===== src/rtl/mouse_cell_tracker_pkg.sv =====
// Shared constants, PS/2 header layout and state encodings for the mouse front end.
package mouse_cell_tracker_pkg;

  localparam int SCREEN_WIDTH_DEF   = 320;
  localparam int SCREEN_HEIGHT_DEF  = 240;
  localparam int CELL_DIMENSION_DEF = 5;

  function automatic int clog2_max(input int a, input int b);
    return $clog2((a > b) ? a : b);
  endfunction

  localparam int CELLS_X    = SCREEN_WIDTH_DEF / CELL_DIMENSION_DEF;
  localparam int CELLS_Y    = SCREEN_HEIGHT_DEF / CELL_DIMENSION_DEF;
  localparam int UPPER_BITS = clog2_max(CELLS_X, CELLS_Y);
  localparam int ACC_W      = 10;

  localparam int YOVF  = 7;
  localparam int XOVF  = 6;
  localparam int YSIGN = 5;
  localparam int XSIGN = 4;
  localparam int SYNC  = 3;
  localparam int RIGHT = 1;
  localparam int LEFT  = 0;

  typedef enum logic [1:0] {B0, B1, B2} rx_state_e;
  typedef enum logic [1:0] {IDLE, LOAD, STEP} step_state_e;

  // Overflowed axes saturate to the extremes of the 9-bit range.
  function automatic logic signed [8:0] axis_delta(input logic ovf, input logic sgn,
                                                   input logic [7:0] mag);
    if (ovf) return sgn ? 9'sh100 : 9'sh0FF;
    return {sgn, mag};
  endfunction

endpackage


===== src/rtl/mouse_cell_tracker_ps2_packet_assembler.sv =====
// Assembles 3-byte PS/2 mouse packets into signed deltas and button levels.
// Optional inter-byte resync timeout under MOUSE_TIMEOUT_EN.
module ps2_packet_assembler
  import mouse_cell_tracker_pkg::*;
#(
  parameter int TIMEOUT_CYCLES = 100000
) (
  input  logic              iClk,
  input  logic              iResetn,
  input  logic [7:0]        byte_i,
  input  logic              byte_valid_i,
  output logic signed [8:0] dx_o,
  output logic signed [8:0] dy_o,
  output logic [1:0]        buttons_o,
  output logic              pkt_done_o
);

  rx_state_e         state_q;
  logic [7:0]        hdr_q;
  logic [7:0]        x_q;
  logic signed [8:0] dx_q;
  logic signed [8:0] dy_q;
  logic [1:0]        btn_q;
  logic              done_q;
  logic              timeout_hit;

`ifdef MOUSE_TIMEOUT_EN
  localparam int GAP_W = $clog2(TIMEOUT_CYCLES + 1);
  logic [GAP_W-1:0] gap_q;

  assign timeout_hit = (state_q != B0) && !byte_valid_i &&
                       (gap_q == GAP_W'(TIMEOUT_CYCLES - 1));

  always_ff @(posedge iClk or negedge iResetn) begin
    if (!iResetn)
      gap_q <= '0;
    else if (byte_valid_i || (state_q == B0) || timeout_hit)
      gap_q <= '0;
    else
      gap_q <= gap_q + 1'b1;
  end
`else
  assign timeout_hit = 1'b0;
  // Keeps the timeout parameter referenced when the feature is compiled out.
  if (TIMEOUT_CYCLES < 1) begin : g_timeout_degenerate
  end
`endif

  always_ff @(posedge iClk or negedge iResetn) begin
    if (!iResetn) begin
      state_q <= B0;
      hdr_q   <= '0;
      x_q     <= '0;
      dx_q    <= '0;
      dy_q    <= '0;
      btn_q   <= '0;
      done_q  <= 1'b0;
    end else begin
      done_q <= 1'b0;
      if (byte_valid_i) begin
        case (state_q)
          B0: if (byte_i[SYNC]) begin
            hdr_q   <= byte_i;
            state_q <= B1;
          end
          B1: begin
            x_q     <= byte_i;
            state_q <= B2;
          end
          B2: begin
            dx_q    <= axis_delta(hdr_q[XOVF], hdr_q[XSIGN], x_q);
            dy_q    <= axis_delta(hdr_q[YOVF], hdr_q[YSIGN], byte_i);
            btn_q   <= {hdr_q[RIGHT], hdr_q[LEFT]};
            done_q  <= 1'b1;
            state_q <= B0;
          end
          default: state_q <= B0;
        endcase
      end else if (timeout_hit) begin
        state_q <= B0;
      end
    end
  end

  assign dx_o       = dx_q;
  assign dy_o       = dy_q;
  assign buttons_o  = btn_q;
  assign pkt_done_o = done_q;

endmodule


===== src/rtl/mouse_cell_tracker.sv =====
// PS/2 mouse to grid-cell tracker: packet assembly, count accumulation and clamped cell stepping.
// Build option MOUSE_TIMEOUT_EN enables the inter-byte resync timeout in the assembler.
module mouse_cell_tracker
  import mouse_cell_tracker_pkg::*;
#(
  parameter int SCREEN_WIDTH   = 320,
  parameter int SCREEN_HEIGHT  = 240,
  parameter int CELL_DIMENSION = 5,
  parameter int CELL_COUNTS    = 8,
  parameter int TIMEOUT_CYCLES = 100000
) (
  input  logic                  iClk,
  input  logic                  iResetn,
  input  logic [7:0]            iByte,
  input  logic                  iByteValid,
  output logic [UPPER_BITS-1:0] oX_cell,
  output logic [UPPER_BITS-1:0] oY_cell,
  output logic                  oLeft,
  output logic                  oRight,
  output logic                  oUpdate,
  output logic                  oDrop
);

  localparam int CELLS_X_L = SCREEN_WIDTH / CELL_DIMENSION;
  localparam int CELLS_Y_L = SCREEN_HEIGHT / CELL_DIMENSION;
  localparam logic signed [ACC_W-1:0] CNT_S = ACC_W'(CELL_COUNTS);

  logic signed [8:0] dx;
  logic signed [8:0] dy;
  logic [1:0]        buttons;
  logic              pkt_done;

  ps2_packet_assembler #(
    .TIMEOUT_CYCLES(TIMEOUT_CYCLES)
  ) u_assembler (
    .iClk        (iClk),
    .iResetn     (iResetn),
    .byte_i      (iByte),
    .byte_valid_i(iByteValid),
    .dx_o        (dx),
    .dy_o        (dy),
    .buttons_o   (buttons),
    .pkt_done_o  (pkt_done)
  );

  step_state_e              state_q;
  logic signed [ACC_W-1:0]  acc_q   [2];
  logic [UPPER_BITS-1:0]    cell_q  [2];
  logic [1:0]               shadow_q;
  logic                     left_q, right_q, upd_q, drop_q;

  logic signed [ACC_W-1:0]  delta_w [2];
  logic signed [ACC_W-1:0]  acc_d   [2];
  logic [UPPER_BITS-1:0]    cell_d  [2];
  logic [UPPER_BITS-1:0]    limit   [2];
  logic [1:0]               settled;
  logic [1:0]               btn_now;

  // Screen Y grows downward while mouse Y grows upward.
  assign delta_w[0] = ACC_W'(dx);
  assign delta_w[1] = -ACC_W'(dy);
  assign limit[0]   = UPPER_BITS'(CELLS_X_L - 1);
  assign limit[1]   = UPPER_BITS'(CELLS_Y_L - 1);

  for (genvar gi = 0; gi < 2; gi++) begin : g_axis
    logic                    up, dn, at_hi, at_lo;
    logic signed [ACC_W-1:0] acc_step;
    logic [UPPER_BITS-1:0]   cell_step;

    assign up    = acc_q[gi] >= CNT_S;
    assign dn    = acc_q[gi] <= -CNT_S;
    assign at_hi = cell_q[gi] == limit[gi];
    assign at_lo = cell_q[gi] == '0;

    // A step blocked by the grid edge discards the residual counts on that axis.
    assign acc_step  = up ? (at_hi ? '0 : acc_q[gi] - CNT_S) :
                       dn ? (at_lo ? '0 : acc_q[gi] + CNT_S) : acc_q[gi];
    assign cell_step = (up && !at_hi) ? cell_q[gi] + 1'b1 :
                       (dn && !at_lo) ? cell_q[gi] - 1'b1 : cell_q[gi];

    assign acc_d[gi]   = (state_q == LOAD) ? acc_q[gi] + delta_w[gi] : acc_step;
    assign cell_d[gi]  = (state_q == STEP) ? cell_step : cell_q[gi];
    assign settled[gi] = (acc_d[gi] < CNT_S) && (acc_d[gi] > -CNT_S);
  end

  assign btn_now = (state_q == LOAD) ? buttons : shadow_q;

  always_ff @(posedge iClk or negedge iResetn) begin
    if (!iResetn) begin
      state_q  <= IDLE;
      shadow_q <= '0;
      left_q   <= 1'b0;
      right_q  <= 1'b0;
      upd_q    <= 1'b0;
      drop_q   <= 1'b0;
      for (int i = 0; i < 2; i++) begin
        acc_q[i]  <= '0;
        cell_q[i] <= '0;
      end
    end else begin
      upd_q  <= 1'b0;
      drop_q <= pkt_done && (state_q != IDLE);
      case (state_q)
        IDLE: if (pkt_done) state_q <= LOAD;
        LOAD, STEP: begin
          for (int i = 0; i < 2; i++) begin
            acc_q[i]  <= acc_d[i];
            cell_q[i] <= cell_d[i];
          end
          if (state_q == LOAD) shadow_q <= buttons;
          if (&settled) begin
            left_q  <= btn_now[0];
            right_q <= btn_now[1];
            upd_q   <= 1'b1;
            state_q <= IDLE;
          end else begin
            state_q <= STEP;
          end
        end
        default: state_q <= IDLE;
      endcase
    end
  end

  assign oX_cell = cell_q[0];
  assign oY_cell = cell_q[1];
  assign oLeft   = left_q;
  assign oRight  = right_q;
  assign oUpdate = upd_q;
  assign oDrop   = drop_q;

endmodule


===== config.mk =====
export PLATFORM = sky130hd
export DESIGN_NAME = mouse_cell_tracker
export DESIGN_NICKNAME = d
export VERILOG_FILES = /design/src/rtl/mouse_cell_tracker_pkg.sv /design/src/rtl/mouse_cell_tracker_ps2_packet_assembler.sv /design/src/rtl/mouse_cell_tracker.sv
export SDC_FILE = /design/constraint.sdc
export NUM_CORES = 1
export LEC_CHECK = 0
export CORE_UTILIZATION = 45
export CTS_CLUSTER_DIAMETER = 40
export DETAILED_ROUTE_END_ITERATION = 10
export MAX_ROUTING_LAYER = met4
export PLACE_DENSITY_LB_ADDON = 0.12
export SYNTH_ARGS = -nofsm -noshare
export SYNTH_HDL_FRONTEND = slang
export SYNTH_HIERARCHICAL = 1
export SYNTH_SLANG_ARGS = --single-unit

===== constraint.sdc =====
create_clock -name iClk -period 3.05 [get_ports iClk]
set_clock_uncertainty 0.15 [all_clocks]
set_input_delay 0.4575 -clock iClk [delete_from_list [all_inputs] [get_ports iClk]]
set_output_delay 0.4575 -clock iClk [all_outputs]
set_load 0.05 [all_outputs]

==> results.txt, run 1 <==
The flow ran to the end, but the final reports show violations. The final reports fail on DRC, setup timing. The post-synthesis cell type count is 77. The overall overflow remaining after global route is 0. The count of buffers added on input and output ports is 26. The clock sink count came out at 77. The power per unit of standard cell area is between 1000 and 1500 mW/mm^2. The area overhead of the layout relative to synthesis is 26.35%. The kind of end point of the critical path is a register. The switching share of total power came out at 0.4388. Dividing the detail-routed wire length by the instance count gives 16.35 um.

The die extent in x is about 110 um. After filler insertion, the fill cell instance count of the layout stands at 1009. For the final routed database, the setup TNS stands at -0.5130 ns. Setup violations remaining at the end of the flow were counted as 2. The reg2reg setup slack came out at -0.26 ns. Setup repair after global routing could not meet its margin everywhere.

The repair_antennas step left the layout with diodes totalling 0. The TritonCTS buffer count is 9. After routing the design area is 0.006869 sq mm. Subtracting the final worst setup slack from the clock period gives 3.310 ns.

By area the synthesized netlist is led by sky130_fd_sc_hd__dfrtp_1 (35%), sky130_fd_sc_hd__ha_1 (7.6%), sky130_fd_sc_hd__mux2_2 (5.4%). Data on the critical path is required at its endpoint by between 3 and 4 ns. The register bit total from synthesis is 77. The placer's final routability congestion estimate came out at roughly 0.94. The source-to-sink clock delay at the later pin of the worst-skew pair came out at 0.34 ns. In this run the cell area measured after placement is 0.006446 sq mm. The per-cell via count in the routed design is 5.749.

The setup slack after layout came out at -0.2602 ns. The number of flops mapped to enable cells by yosys came out at 0. For this run, the share of the core covered by cells in the final layout is 0.5915. CTS placed an instance of sky130_fd_sc_hd__clkbuf_16 at the clock tree root.

Of the available clock period, the critical path in the final layout requires 1.085. The number of hold violations in the final report came out at 0. The synthesized instance count is 587.

The share of total power dissipated in sequential elements is 0.206. The critical path start-end classification is reg -> reg. The classification of the worst-slack hold path is reg -> reg.

TritonCTS built the clock tree. The transition time at the pin with the least slew margin is approximately 0.6 ns. Data on the critical path arrives at its endpoint at between 3 and 4 ns. The core area came out at between 0.01 and 0.015 sq mm. The number of warning messages in the yosys log came out at 6. The post-detailed-placement half-perimeter wirelength came out at 10.49 mm. The combinational share of power is 0.666. The clock share of power is 0.128. The floorplan step defined a die boundary enclosing 0.01253 sq mm.

The mean instance size in the synthesized netlist came out at 9.261 sq um. After the last flow step, the layout net total stands at 743. The worst hold path passes through 2 cells. The global router's overall resource usage is 0.2442. The wire length of the first global-routing pass came out at 23.60 mm. The count of pins over their slew limit came out at 0.

In this run the tightest slew margin relative to its limit is 0.5998. Across the run, the number of max-cap violations was 0. The number of nets in the synthesized netlist is 635.

For this block, the routed nets add up to 13.76 mm of wire. The worst reg-to-reg path cell count is 13. The share of synthesized flip-flops with an asynchronous set or reset came out at 1.000.

The clock-pin transition on the worst setup and hold timing paths came out at 0.06 ns. The largest stage delay on the critical path came out at 0.54 ns. The starting utilization of the core area is 0.4681. In this run the cell area of the synthesized design comes to 0.005436 sq mm. The largest total area in the synthesized netlist belongs to sky130_fd_sc_hd__dfrtp_1.

The critical-path cell with the highest stage delay is sky130_fd_sc_hd__or4_4. The standby leakage power came out at 3.046 nW. The buffer levels on the longest clock path came out at 2. The total via count after detailed routing came out at 4841.

The DRC violations left came out at 3. The detailed router finished its first iteration with 360 violations. The floorplan step set the die height to around 110 um. The commonest cells after synthesis are sky130_fd_sc_hd__dfrtp_1 (77), sky130_fd_sc_hd__nand2_1 (54), sky130_fd_sc_hd__o21ai_0 (52). The peak supply drop came out at 0.5518 mV. The number of placement rows is 39. The launching element type of the critical path is a register. The proportion of layout cells with a drive suffix above 1 is 0.2561.

Along the worst path, the maximum fanout reaches 3. The most common cell in the synthesized netlist is sky130_fd_sc_hd__dfrtp_1. The maximum number of pins on one net before global-route repair is 39.

The first TritonRoute pass finished after 8 iterations. The prevailing post-synth register cell is sky130_fd_sc_hd__dfrtp_1. The signal on the critical path passes through inv_1 -> ha_2 -> inv_2 -> fa_2 -> a211oi_2 -> o21bai_2 -> a21oi_2 -> xor2_1 -> a22o_1 -> or4_4 -> o22ai_2 -> and3_4 -> mux2_4. The internal portion of total power came out at 5.130 mW. The total net switching power came out at approximately 4 mW. The number of global-route vias before repair came out at 4823. The initial antenna violation count is 0. The number of top-level design ports came out at 27. The number of levels in the clock H-tree is 3. The portion of the post-synthesis area used by sequential elements is 0.3544. Static timing analysis puts the maximum clock frequency at 0.3021 GHz. In this run the remaining antenna-violating nets after routing total 0.

The area share of the largest cell type after synthesis came out at 0.3544.
==> flip-flops by register name, summed over array words and instances, names as in the netlist <==
register                count
acc_q                      20
u_assembler/buttons_o       2
u_assembler/dy_o            9
oLeft                       1
oY_cell                     6
state_q                     2
u_assembler/state_q         2
oDrop                       1
oUpdate                     1
oRight                      1
u_assembler/pkt_done_o      1
shadow_q                    2
oX_cell                     6
u_assembler/x_q             8
u_assembler/dx_o            9
u_assembler/hdr_q           6
==> stage by stage <==
stage          hold slack [ns]  setup slack (ns)  power, mW  instances
2_1_floorplan          0.01191          -0.06193      5.591        587
4_1_cts                 0.3339           -0.2494      8.980        840
3_3_place_gp            0.3132           -0.2118      7.563        823
5_1_grt                 0.3542           -0.3622      9.890        842
3_5_place_dp            0.3182           -0.2748      7.717        823
6_report                0.3307           -0.2602      9.142        842
==> power groups by stage <==
stage | logic [mW] | registers [mW] | clock network (mW)
floorplan | 3.50 | 2.09 | 0
global placement | 5.69 | 1.87 | 0
detailed placement | 5.82 | 1.90 | 0
CTS | 5.91 | 1.88 | 1.19
global route | 6.70 | 1.95 | 1.24
finish | 6.09 | 1.88 | 1.17
==> layer usage <==
layer,vias to the layer above,GRT usage,part of all wire
met1,2303,0.3188,0.46
met4,0,0.09369,0.020
met5,-,-,0
met2,147,0.3826,0.47
li1,2364,-,-
met3,27,0.03647,0.048
==> path summary, 6_finish.rpt <==
| check | start | end |
|---|---|---|
| max | acc_q[0] | oLeft |
| max in group asynchronous | iResetn | u_assembler/dy_o[0] |
| max reg2reg | acc_q[0] | oLeft |
| min in group asynchronous | iResetn | oX_cell[5] |
| min reg2reg | u_assembler/dy_o[3] | u_assembler/dy_o[3] |
| min | u_assembler/dy_o[3] | u_assembler/dy_o[3] |
==> layout by cell type, fill, tap and decap left out, types with 5 or more instances in the layout <==
master / netlist / layout
sky130_fd_sc_hd__a211oi_1: 7 / 6
sky130_fd_sc_hd__o21ai_0: 52 / 52
sky130_fd_sc_hd__nor4_1: 6 / 6
sky130_fd_sc_hd__nand2b_1: 10 / 10
sky130_fd_sc_hd__o21ai_1: 5 / 5
sky130_fd_sc_hd__xor2_1: 11 / 11
sky130_fd_sc_hd__dfrtp_1: 77 / 74
sky130_fd_sc_hd__a21o_1: 12 / 12
sky130_fd_sc_hd__nor2b_1: 5 / 5
sky130_fd_sc_hd__buf_4: 1 / 93
sky130_fd_sc_hd__clkbuf_16: 0 / 9
sky130_fd_sc_hd__clkdlybuf4s50_1: 0 / 25
sky130_fd_sc_hd__inv_1: 38 / 37
sky130_fd_sc_hd__xnor2_1: 15 / 15
sky130_fd_sc_hd__and2_1: 7 / 6
sky130_fd_sc_hd__o21a_1: 5 / 5
sky130_fd_sc_hd__mux2_4: 6 / 6
sky130_fd_sc_hd__a21oi_1: 43 / 39
sky130_fd_sc_hd__nand4_1: 6 / 6
sky130_fd_sc_hd__nand3_1: 14 / 14
sky130_fd_sc_hd__nor3_1: 10 / 10
sky130_fd_sc_hd__a31oi_1: 6 / 6
sky130_fd_sc_hd__ha_1: 33 / 32
sky130_fd_sc_hd__nand2_1: 54 / 53
sky130_fd_sc_hd__nor2_1: 25 / 24
sky130_fd_sc_hd__mux2_2: 26 / 26
==> worst max-delay path: cells and delay by family, from the launching register on <==
| kind | cells | cell delay, ns |
|---|---|---|
| simple gates | 2 | 0.77 |
| xor+xnor | 1 | 0.09 |
| compound gates | 5 | 0.88 |
| buf+inv | 2 | 0.10 |
| mux | 1 | 0.30 |
| fa+ha+maj | 2 | 0.53 |
| flops | 1 | 0.38 |
==> repair_timing <==
action                                  in CTS  in global routing
pin swaps                                    3                  2
endpoints found under the hold margin       36                  0
hold buffers                                 1                  0
setup buffers                                1                  2
endpoints found under the setup margin       3                  7
gates resized for setup                      4                 17
==> cell families after synthesis <==
group                    Yosys count  share of synthesized area
flip-flops                        77                     0.3544
XOR/XNOR                          26                    0.04189
AND/OR/NAND/NOR                  171                     0.1726
adder cells (fa/ha/maj)           37                    0.09068
buffers and inverters             64                    0.04994
multiplexers                      36                    0.07779
AO/OA/AOI/OAI                    176                     0.2127
==> layout make-up <==
cell class,count,area (sq um),area share
Inverter,41,156.4,0.02277
Sequential cell,77,1931,0.2811
Timing Repair Buffer,120,969.7,0.1412
Clock buffer,11,242.7,0.03534
Multi-Input combinational cell,446,3317,0.4829
Clock inverter,4,73.82,0.01075
Tap cell,143,178.9,0.02605
(Power assumes the default switching activity.)
==> run 2: changes to the inputs <==
--- a/config.mk
+++ b/config.mk
@@ -5,6 +5,7 @@
 export SDC_FILE = /design/constraint.sdc
 export NUM_CORES = 1
 export LEC_CHECK = 0
+export CAP_MARGIN = 20
 export CORE_UTILIZATION = 45
 export CTS_CLUSTER_DIAMETER = 40
 export DETAILED_ROUTE_END_ITERATION = 10
==> results of run 2 <==
Same layout as run 1: the final DEF is identical, and so are final timing and power.
